`src/rtl/voter_pkg.sv`:
```
// voter_pkg: types and constants shared by the voting-session block.
//   state_t    : session FSM states (IDLE, COLLECT, RESULT)
//   RES_*      : one-hot verdict encodings, [2] reject, [1] tie, [0] accept
package voter_pkg;

    typedef enum logic [1:0] {
        ST_IDLE    = 2'd0,
        ST_COLLECT = 2'd1,
        ST_RESULT  = 2'd2
    } state_t;

    localparam logic [2:0] RES_REJECT = 3'b100;
    localparam logic [2:0] RES_TIE    = 3'b010;
    localparam logic [2:0] RES_ACCEPT = 3'b001;
    localparam logic [2:0] RES_NONE   = 3'b000;

endpackage

```
`src/rtl/voter_tally.sv`:
```
// voter_tally: combinational tally and verdict for N_VOTERS ballots.
// Generalises the old fixed 4-input case-table voter.
//   ballots   in  N_VOTERS  per-voter ballot (1 = yes)
//   mask      in  N_VOTERS  per-voter "has voted" flag
//   yes_cnt   out CNT_W     number of counted yes ballots
//   voted_cnt out CNT_W     number of voters that voted
//   verdict   out 3         one-hot reject / tie / accept
// Voters whose mask bit is clear count as "no".
module voter_tally
    import voter_pkg::*;
#(
    parameter int N_VOTERS = 4,
    parameter int CNT_W    = $clog2(N_VOTERS + 1)
) (
    input  logic [N_VOTERS-1:0] ballots,
    input  logic [N_VOTERS-1:0] mask,
    output logic [CNT_W-1:0]    yes_cnt,
    output logic [CNT_W-1:0]    voted_cnt,
    output logic [2:0]          verdict
);

    // 2*Y is compared against N one bit wider than the tally, so it cannot overflow.
    localparam logic [CNT_W:0] N_EXT = (CNT_W + 1)'(N_VOTERS);

    logic [CNT_W:0] two_y;

    always_comb begin
        yes_cnt   = '0;
        voted_cnt = '0;
        for (int k = 0; k < N_VOTERS; k++) begin
            yes_cnt   = yes_cnt + CNT_W'(ballots[k] & mask[k]);
            voted_cnt = voted_cnt + CNT_W'(mask[k]);
        end
    end

    always_comb begin
        two_y = {yes_cnt, 1'b0};
        if (two_y < N_EXT) begin
            verdict = RES_REJECT;
        end else if (two_y == N_EXT) begin
            verdict = RES_TIE;
        end else begin
            verdict = RES_ACCEPT;
        end
    end

endmodule

```
`src/rtl/voter_session.sv`:
```
// voter_session: timed voting sessions for N_VOTERS voters, one ballot per
// voter per session, with a registered one-hot verdict and tallies.
//   clk, rst_n  in   clock, synchronous active-low reset
//   start       in   opens a session (honoured only in IDLE)
//   vote_valid  in   N_VOTERS  bit k: voter k casts a ballot this cycle
//   vote_val    in   N_VOTERS  bit k: voter k's ballot (1 = yes)
//   busy        out  high in COLLECT and RESULT
//   done        out  one-cycle pulse in RESULT
//   result      out  3  one-hot verdict [2] reject, [1] tie, [0] accept
//   yes_cnt     out  CNT_W  yes ballots in the last closed session
//   voted_cnt   out  CNT_W  ballots cast in the last closed session
//   dbg_state   out  current FSM state
//
// Ballot semantics: vote_valid[k] is a per-voter strobe with no ready
// back-pressure. A ballot is accepted only in COLLECT and only when voter k
// has not voted yet this session; any other strobe is silently dropped, so
// the first accepted ballot stands.
module voter_session
    import voter_pkg::*;
#(
    parameter int N_VOTERS = 4,
    parameter int TIMEOUT  = 16,
    parameter int CNT_W    = $clog2(N_VOTERS + 1)
) (
    input  logic                clk,
    input  logic                rst_n,
    input  logic                start,
    input  logic [N_VOTERS-1:0] vote_valid,
    input  logic [N_VOTERS-1:0] vote_val,
    output logic                busy,
    output logic                done,
    output logic [2:0]          result,
    output logic [CNT_W-1:0]    yes_cnt,
    output logic [CNT_W-1:0]    voted_cnt,
    output state_t              dbg_state
);

    localparam int                 TIMER_W    = (TIMEOUT > 1) ? $clog2(TIMEOUT) : 1;
    localparam logic [TIMER_W-1:0] TIMER_LAST = TIMER_W'(TIMEOUT - 1);

    state_t              state;
    logic [N_VOTERS-1:0] mask;
    logic [N_VOTERS-1:0] ballots;
    logic [TIMER_W-1:0]  timer;

    logic [N_VOTERS-1:0] take;
    logic [N_VOTERS-1:0] mask_next;
    logic [N_VOTERS-1:0] ballots_next;
    logic                close;

    logic [CNT_W-1:0]    tally_yes;
    logic [CNT_W-1:0]    tally_voted;
    logic [2:0]          tally_verdict;

    // Ballots accepted this cycle: only first-time voters. The close
    // decision and the tally both see this cycle's ballots, so a vote on
    // the timeout cycle is counted and the session closes exactly once.
    always_comb begin
        take         = vote_valid & ~mask;
        mask_next    = mask | take;
        ballots_next = ballots | (vote_val & take);
        close        = (&mask_next) || (timer == TIMER_LAST);
    end

    voter_tally #(
        .N_VOTERS (N_VOTERS),
        .CNT_W    (CNT_W)
    ) u_tally (
        .ballots   (ballots_next),
        .mask      (mask_next),
        .yes_cnt   (tally_yes),
        .voted_cnt (tally_voted),
        .verdict   (tally_verdict)
    );

    always_ff @(posedge clk) begin
        if (!rst_n) begin
            state     <= ST_IDLE;
            mask      <= '0;
            ballots   <= '0;
            timer     <= '0;
            busy      <= 1'b0;
            done      <= 1'b0;
            result    <= RES_NONE;
            yes_cnt   <= '0;
            voted_cnt <= '0;
        end else begin
            case (state)
                ST_IDLE: begin
                    done <= 1'b0;
                    if (start) begin
                        state   <= ST_COLLECT;
                        busy    <= 1'b1;
                        mask    <= '0;
                        ballots <= '0;
                        timer   <= '0;
                    end
                end
                ST_COLLECT: begin
                    mask    <= mask_next;
                    ballots <= ballots_next;
                    if (close) begin
                        // Verdict lands together with the done pulse.
                        state     <= ST_RESULT;
                        done      <= 1'b1;
                        result    <= tally_verdict;
                        yes_cnt   <= tally_yes;
                        voted_cnt <= tally_voted;
                    end else begin
                        timer <= timer + TIMER_W'(1);
                    end
                end
                ST_RESULT: begin
                    state <= ST_IDLE;
                    done  <= 1'b0;
                    busy  <= 1'b0;
                end
                default: begin
                    state <= ST_IDLE;
                    done  <= 1'b0;
                    busy  <= 1'b0;
                end
            endcase
        end
    end

    assign dbg_state = state;

endmodule

```
`config.mk`:
```
export PLATFORM = sky130hd
export DESIGN_NAME = voter_session
export DESIGN_NICKNAME = d
export VERILOG_FILES = /design/src/rtl/voter_pkg.sv /design/src/rtl/voter_tally.sv /design/src/rtl/voter_session.sv
export SDC_FILE = /design/constraint.sdc
export NUM_CORES = 1
export LEC_CHECK = 0
export ABC_CLOCK_PERIOD_IN_PS = 2750
export BUFFER_PORTS_ARGS = -buffer_cell sky130_fd_sc_hd__buf_4
export CAP_MARGIN = 20
export CORE_MARGIN = 5
export CORE_UTILIZATION = 56
export CTS_BUF_LIST = sky130_fd_sc_hd__clkbuf_8
export CTS_CLUSTER_SIZE = 28
export DETAILED_ROUTE_END_ITERATION = 7
export PLACE_DENSITY = 0.9
export SYNTH_ARGS = -nofsm -noshare
export SYNTH_HDL_FRONTEND = slang
export SYNTH_SLANG_ARGS = --single-unit
```
`constraint.sdc`:
```
create_clock -name clk -period 2.75 [get_ports clk]
set_input_delay 0.1375 -clock clk [delete_from_list [all_inputs] [get_ports clk]]
set_output_delay 0.1375 -clock clk [all_outputs]
set_load 0.02 [all_outputs]
```
==> reports/summary.txt, run 1 <==
OUTCOME
--------------------------------------------------------------------------------
Result of the run                                                      completed

GRT
--------------------------------------------------------------------------------
GR met1 Demand/Resource                                                    21.7%
Vias in the first global route                                             1,139
GRT Resource Usage Total                                                   18.8%
GR Overflow Total                                                              0
Largest net degree at the start of global routing                             28
Met2 usage in global routing                                               31.7%
Wire length of the first global-routing pass                             4850 um
Global routing's busiest layer                                              met2
Grt met3 use                                                               4.59%
Antenna violations before repair                                               0

TIMING
--------------------------------------------------------------------------------
Worst clock skew                                                      0.00396 ns
Share of the clock period used by the worst path                           87.0%
Final sum of negative setup slack                                           0 ns
Final critical-path setup slack                                         0.358 ns
Highest clock frequency the design can meet                              418 MHz
Post-layout min period                                                   2.39 ns
Final hold viol count                                                          0
Final Max Tran Viols                                                           0
Unrepaired setup endpoints after global routing                            false
Slew at the pin closest to its max-slew limit                           0.384 ns
Final setup violation count                                                    0
Relative max-transition margin                                             74.4%

CTS
--------------------------------------------------------------------------------
Number of buffers added by the clock tree synthesis step                       3
Setup bufs post-CTS                                                            0
Clock Root Buffer                                                   sky130_fd_sc_hd__clkbuf_8
Clock latency reported for the late side of the worst-skew pair          0.27 ns
Post-cts hold buffer count                                                     0
Number of levels the H-tree was split into                                     1
Clock sink count                                                              25
CTS tree                                                                     yes
Worst-case clock buffer depth                                                  2
Post-CTS sizing                                                                0
CTS clock-pin slew for the worst setup and hold paths                    0.09 ns

SYNTHESIS
--------------------------------------------------------------------------------
Ys Warns                                                                       0
Register bit count reported by yosys                                          25
Synthesized cell area                                               0.00121 mm^2
Mean post-synth cell area                                              8.82 um^2
Seq/Total Area, Yosys                                                      41.4%
Synth Net Count                                                              156
Number of flops mapped to enable cells by yosys                                0
Share of async-settable or async-resettable flops after synthesis             0%
Primary flip-flop cell chosen by synthesis mapping                  sky130_fd_sc_hd__dfxtp_1
Synth Instances                                                              137
Count of different cell masters after synthesis                               33

PWR
--------------------------------------------------------------------------------
Part of the total power dissipated in the clock network                    29.7%
Int Pwr                                                                   531 uW
Worst VDD drop                                                          0.386 mV
Total power density per cell area                                    507 mW/mm^2
Power share of the sequential group                                        52.5%
Static Leakage                                                          0.607 nW
Overall power after layout                                                732 uW
Gate power share                                                           17.8%
Switching Share                                                            27.5%
Total net switching power                                                 202 uW

FINAL LAYOUT
--------------------------------------------------------------------------------
Register cell area after layout                                         500 um^2
Fraction of final layout cells sized beyond drive strength 1               22.5%
Final layout net count                                                       180
Area added between synthesis and finish                                    19.6%
Multi-input logic area                                                  662 um^2
Final-layout fill cell count                                                 153
Number of inserted diodes                                                      0

CRITICAL PATH
--------------------------------------------------------------------------------
Data required time at the worst endpoint                                 2.90 ns
Setup crit end kind                                                         flop
Launching element type of the critical path                                 flop
Type of the setup path with the least slack                         flop to flop
Crit path DAT                                                            2.54 ns
Worst-path fanout max                                                          4

FLOORPLANNING
--------------------------------------------------------------------------------
Floorplan die height                                                     56.5 um
Die extent in x                                                          56.5 um
Initial core utilization                                                   60.4%
Number of rows created at floorplan                                           16
Placeable core region                                               0.00200 mm^2
Number of I/O pins                                                            24
Total Die Area                                                      0.00319 mm^2

DRT
--------------------------------------------------------------------------------
Antenna Violating Nets Remaining                                               0
WL/cell                                                                  15.6 um
First-pass iteration count of the detailed router                              4
Count of unresolved DRC violations after routing                               0
Via count normalized by instance count                                      5.86
Number of DRC markers in iteration 0                                          30
DRT Wirelength                                                           2920 um
Via count                                                                  1,095

JOB
--------------------------------------------------------------------------------
Count of maximum capacitance violations                                        0

PLACED DESIGN
--------------------------------------------------------------------------------
DPL Wire Length                                                          2170 um
Pre-CTS setup slack                                                     0.395 ns
Port Buffer Count                                                             23
Gp weighted congestion                                                     0.858

WORST HOLD PATH
--------------------------------------------------------------------------------
Min-delay worst type                                                input pin to flop

## Yosys cell counts, types with 2 or more instances
master,instances,share of area [%]
sky130_fd_sc_hd__a21oi_1,5,2.1
sky130_fd_sc_hd__a31oi_1,3,1.6
sky130_fd_sc_hd__clkbuf_1,3,0.93
sky130_fd_sc_hd__dfxtp_1,25,41
sky130_fd_sc_hd__fa_1,2,3.3
sky130_fd_sc_hd__ha_1,6,6.2
sky130_fd_sc_hd__inv_1,6,1.9
sky130_fd_sc_hd__nand2_1,19,5.9
sky130_fd_sc_hd__nand3_1,12,5.0
sky130_fd_sc_hd__nand4_1,3,1.6
sky130_fd_sc_hd__nor2_1,5,1.6
sky130_fd_sc_hd__nor2b_1,8,4.1
sky130_fd_sc_hd__nor3b_1,2,1.2
sky130_fd_sc_hd__o21ai_0,16,6.6
sky130_fd_sc_hd__or2_2,4,2.1
## flip-flops by register name, summed over array words and instances, names as in the netlist
signal     flops
yes_cnt        3
dbg_state      2
voted_cnt      3
busy           1
result         3
timer          4
done           1
ballots        4
mask           4
## power groups by stage
stage	combinational (mW)	sequential, mW	clock, mW
global route	0.144	0.386	0.241
detailed placement	0.128	0.393	0
finish	0.130	0.385	0.217
CTS	0.129	0.384	0.219
floorplan	0.0781	0.396	0
global placement	0.119	0.392	0
## worst max-delay path, cell delays in order, from the launching register on
cell                      delay (ns)
sky130_fd_sc_hd__dfxtp_1        0.35
sky130_fd_sc_hd__nor2b_1        0.16
sky130_fd_sc_hd__o21ai_0        0.15
sky130_fd_sc_hd__fa_1           0.55
sky130_fd_sc_hd__inv_1          0.05
sky130_fd_sc_hd__ha_1           0.22
sky130_fd_sc_hd__ha_1           0.29
sky130_fd_sc_hd__nor3b_1        0.27
sky130_fd_sc_hd__nor3b_1        0.09
sky130_fd_sc_hd__nand2_1        0.07
sky130_fd_sc_hd__o21ai_0        0.08
## cells in the final DEF, fill, tap and decap left out
master,count
sky130_fd_sc_hd__a32oi_1,1
sky130_fd_sc_hd__nor3_1,1
sky130_fd_sc_hd__o221ai_4,1
sky130_fd_sc_hd__and2_1,1
sky130_fd_sc_hd__o21a_1,1
sky130_fd_sc_hd__a21boi_0,1
sky130_fd_sc_hd__and2b_2,1
sky130_fd_sc_hd__nand4_1,3
sky130_fd_sc_hd__nor2_1,5
sky130_fd_sc_hd__nor3b_1,2
sky130_fd_sc_hd__or2_2,4
sky130_fd_sc_hd__nand4b_1,1
sky130_fd_sc_hd__o211a_1,1
sky130_fd_sc_hd__nor2b_1,8
sky130_fd_sc_hd__inv_1,6
sky130_fd_sc_hd__nand2_1,19
sky130_fd_sc_hd__o31ai_1,1
sky130_fd_sc_hd__a21oi_1,5
sky130_fd_sc_hd__a21boi_4,1
sky130_fd_sc_hd__nand3_1,12
sky130_fd_sc_hd__buf_4,24
sky130_fd_sc_hd__clkbuf_8,3
sky130_fd_sc_hd__and3_1,1
sky130_fd_sc_hd__or4_1,1
sky130_fd_sc_hd__o221ai_1,1
sky130_fd_sc_hd__nand3_4,1
sky130_fd_sc_hd__dfxtp_1,25
sky130_fd_sc_hd__ha_1,6
sky130_fd_sc_hd__a31oi_1,3
sky130_fd_sc_hd__fa_1,2
sky130_fd_sc_hd__clkinv_2,1
sky130_fd_sc_hd__o21ai_0,16
sky130_fd_sc_hd__xor2_1,1
## cells by family (layout without fill, tap and decap cells)
kind of cell,Yosys count,count (layout),synth area share [%]
buffers and inverters,11,34,3.83
DFF,25,25,41.4
xor gates and xnor gates,1,1,0.725
and+or+nand+nor,60,60,26.4
AOI/OAI and AO/OA,32,32,18.1
adders and majority gates,8,8,9.52
## metal layers
layer  vias up  wire length (um)
li1        524                 -
met1       522              1300
met2        39              1430
met3        10               136
met4         0                53
met5         -                 0
## stage by stage
step	instance area (um^2)	utilization, %	hold slack (ns)	std cells
finish	1450	72.2	0.148	187
CTS	1450	72.2	0.143	187
floorplan	1210	-	0.286	137
global route	1450	72.2	0.161	187
global placement	1400	69.9	0.400	183
detailed placement	1400	69.9	0.424	183
## final cells by class
| cell class | count | share of cell area, % |
|---|---|---|
| Clock buffer | 3 | 2.86 |
| Clock inverter | 1 | 0.346 |
| Sequential cell | 25 | 34.6 |
| Tap cell | 27 | 2.34 |
| Multi-Input combinational cell | 101 | 45.8 |
| Timing Repair Buffer | 24 | 12.5 |
| Inverter | 6 | 1.56 |
## worst paths after layout
path,startpoint,endpoint,slack [ns],cells after the start
hold / removal,vote_valid[0],ballots[0],0.15,3
hold reg to reg,result[2],result[2],0.47,2
setup / recovery,mask[0],result[0],0.36,10
setup reg to reg,mask[0],result[0],0.36,10
(Power assumes the default switching activity.)
==> run 2: changes to the inputs <==
--- a/config.mk
+++ b/config.mk
@@ -9,10 +9,13 @@
 export BUFFER_PORTS_ARGS = -buffer_cell sky130_fd_sc_hd__buf_4
 export CAP_MARGIN = 20
+export CELL_PAD_IN_SITES_DETAIL_PLACEMENT = 0
+export CELL_PAD_IN_SITES_GLOBAL_PLACEMENT = 1
 export CORE_MARGIN = 5
-export CORE_UTILIZATION = 56
+export CORE_UTILIZATION = 42
 export CTS_BUF_LIST = sky130_fd_sc_hd__clkbuf_8
 export CTS_CLUSTER_SIZE = 28
 export DETAILED_ROUTE_END_ITERATION = 7
 export PLACE_DENSITY = 0.9
+export SETUP_SLACK_MARGIN = 0.3
 export SYNTH_ARGS = -nofsm -noshare
 export SYNTH_HDL_FRONTEND = slang
==> constraint.sdc (replaced) <==
create_clock -name clk -period 2.75 [get_ports clk]
set_input_delay 0.1375 -clock clk [delete_from_list [all_inputs] [get_ports clk]]
set_output_delay 0.1375 -clock clk [all_outputs]
set_load 0.005 [all_outputs]
==> run 2 against run 1 <==
- setup slack better by 0.074 ns
- combinational power down 7%
- utilization down 19 points
- register-to-register slack better by 0.07 ns
- critical path depth unchanged
- cell count up 2.1%
- wire length down 11%
- clock-buffer cell count unchanged
- critical path type unchanged
- largest cell class unchanged
- largest power group unchanged
==> reports/summary.txt, run 2 (same netlist as run 1, synthesis figures left out) <==
GRT
------------------------------------------------------------------------------
GRT Resource Usage Total                                                 13.4%   was 18.8%
Wire length of the first global-routing pass                           4440 um   was 4850 um
Antenna violations before repair                                             0   unchanged
Largest net degree at the start of global routing                           28   unchanged
GR Overflow Total                                                            0   unchanged
Vias in the first global route                                             986   was 1,139

DRT
------------------------------------------------------------------------------
Count of unresolved DRC violations after routing                             0   unchanged
Number of DRC markers in iteration 0                                        73   was 30
First-pass iteration count of the detailed router                            4   unchanged
WL/cell                                                                13.6 um   was 15.6 um
Antenna Violating Nets Remaining                                             0   unchanged
Via count normalized by instance count                                    5.24   was 5.86
Via count                                                                1,001   was 1,095
DRT Wirelength                                                         2600 um   was 2920 um

PLACED DESIGN
------------------------------------------------------------------------------
Pre-CTS setup slack                                                   0.354 ns   was 0.395 ns
Gp weighted congestion                                                   0.814   was 0.858
Port Buffer Count                                                           23   unchanged
Area post-placement                                               0.00140 mm^2   about the same
DPL Wire Length                                                        1940 um   was 2170 um

CTS
------------------------------------------------------------------------------
Number of buffers added by the clock tree synthesis step                     3   unchanged
CTS clock-pin slew for the worst setup and hold paths                  0.09 ns   about the same
Clock latency reported for the late side of the worst-skew pair        0.26 ns   was 0.27 ns
CTS tree                                                                   yes   unchanged
Setup bufs post-CTS                                                          0   unchanged
Number of levels the H-tree was split into                                   1   unchanged
Worst-case clock buffer depth                                                2   unchanged
Clock sink count                                                            25   unchanged
Post-cts hold buffer count                                                   0   unchanged
Clock Root Buffer                                                 sky130_fd_sc_hd__clkbuf_8   unchanged

TIMING
------------------------------------------------------------------------------
Relative max-transition margin                                           72.8%   was 74.4%
Final sum of negative setup slack                                         0 ns   unchanged
Unrepaired setup endpoints after global routing                          false   unchanged
Final critical-path setup slack                                       0.431 ns   was 0.358 ns
Slew at the pin closest to its max-slew limit                         0.407 ns   was 0.384 ns
Share of the clock period used by the worst path                         84.3%   was 87.0%
Final setup violation count                                                  0   unchanged
Post-layout min period                                                 2.32 ns   was 2.39 ns
Worst clock skew                                                    0.00525 ns   was 0.00396 ns
Highest clock frequency the design can meet                            431 MHz   was 418 MHz
Final hold viol count                                                        0   unchanged
Final Max Tran Viols                                                         0   unchanged

CRITICAL PATH
------------------------------------------------------------------------------
Type of the setup path with the least slack                       flop to flop   unchanged
Data required time at the worst endpoint                               2.94 ns   was 2.90 ns
Worst-path fanout max                                                        4   unchanged
Setup crit end kind                                                       flop   unchanged
Crit path DAT                                                          2.51 ns   was 2.54 ns
Launching element type of the critical path                               flop   unchanged

PWR
------------------------------------------------------------------------------
Overall power after layout                                              716 uW   was 732 uW
Worst VDD drop                                                        0.264 mV   was 0.386 mV
Static Leakage                                                        0.612 nW   was 0.607 nW
Total power density per cell area                                  492 mW/mm^2   was 507 mW/mm^2

FINAL LAYOUT
------------------------------------------------------------------------------
Number of inserted diodes                                                    0   unchanged
Area added between synthesis and finish                                  20.4%   was 19.6%
Final design area excluding fillers                               0.00146 mm^2   was 0.00145 mm^2
Final layout net count                                                     180   unchanged
Share of the core filled with cells in the final layout                  52.8%   was 72.2%
Fraction of final layout cells sized beyond drive strength 1             23.1%   was 22.5%
Most used cells in the layout excluding fill and tap cells        sky130_fd_sc_hd__dfxtp_1, sky130_fd_sc_hd__buf_4, sky130_fd_sc_hd__nand2_1, sky130_fd_sc_hd__o21ai_0, sky130_fd_sc_hd__nand3_1   unchanged
Final-layout fill cell count                                               263   was 153
Largest registers                                                 ballots x4, mask x4, timer x4   unchanged

FLOORPLANNING
------------------------------------------------------------------------------
Number of rows created at floorplan                                         19   was 16
Die extent in x                                                        63.6 um   was 56.5 um
Initial core utilization                                                 43.8%   was 60.4%
Placeable core region                                             0.00276 mm^2   was 0.00200 mm^2
Floorplan die height                                                   63.6 um   was 56.5 um
Total Die Area                                                    0.00405 mm^2   was 0.00319 mm^2
Number of I/O pins                                                          24   unchanged

WORST HOLD PATH
------------------------------------------------------------------------------
Min-delay worst type                                              input pin to flop   unchanged

OUTCOME
------------------------------------------------------------------------------
Result of the run                                                    completed   unchanged

JOB
------------------------------------------------------------------------------
Count of maximum capacitance violations                                      0   unchanged

## run 2: worst paths after layout
| path | startpoint | end | slack, ns | cells after the start |
|---|---|---|---|---|
| hold reg to reg | result[2] | result[2] | 0.46 | 2 |
| hold / removal | vote_valid[0] | ballots[0] | 0.13 | 3 |
| setup reg to reg | mask[1] | result[0] | 0.43 | 10 |
| setup / recovery | mask[1] | result[0] | 0.43 | 10 |
## run 2: cell type report
cell class | count | area [um^2] | share of cell area, %
Multi-Input combinational cell | 101 | 667 | 45.8
Sequential cell | 25 | 502 | 34.5
Timing Repair Buffer | 24 | 180 | 12.4
Clock buffer | 3 | 41.3 | 2.84
Tap cell | 31 | 38.8 | 2.67
Inverter | 6 | 22.5 | 1.55
Clock inverter | 1 | 3.75 | 0.258
## run 2: critical path, cell delays in order, from the launching register on
cell                      delay [ns]
sky130_fd_sc_hd__dfxtp_1        0.34
sky130_fd_sc_hd__or2_2          0.31
sky130_fd_sc_hd__o21ai_0        0.15
sky130_fd_sc_hd__fa_1           0.47
sky130_fd_sc_hd__inv_1          0.07
sky130_fd_sc_hd__ha_1           0.16
sky130_fd_sc_hd__ha_1           0.24
sky130_fd_sc_hd__nor3b_2        0.17
sky130_fd_sc_hd__nor3b_1        0.19
sky130_fd_sc_hd__nand2_1        0.07
sky130_fd_sc_hd__o21ai_0        0.08
## run 2: report_power, final
group | internal, mW | switching (mW) | leakage (nW)
clock network | 0.0997 | 0.111 | 0.0269
logic | 0.0561 | 0.0654 | 0.382
registers | 0.373 | 0.0109 | 0.203
## run 2: layer usage
| layer | GRT usage, % | vias to the layer above | part of all wire (%) | wire (um) |
|---|---|---|---|---|
| li1 | - | 522 | - | - |
| met1 | 17.4 | 459 | 46 | 1200 |
| met2 | 21.7 | 18 | 47 | 1230 |
| met3 | 3.02 | 2 | 5.7 | 149 |
| met4 | 4.68 | 0 | 0.96 | 25 |
| met5 | 0 | - | 0 | 0 |
## run 2: per-stage QoR
step | std cells | hold slack (ns)
floorplan | 137 | 0.286
global placement | 187 | 0.391
detailed placement | 187 | 0.400
CTS | 191 | 0.124
global route | 191 | 0.161
finish | 191 | 0.129
## run 2: timing repair
action	in CTS	in global routing
endpoints found under the hold margin	0	0
resized for setup	0	3
setup endpoints to repair	0	2
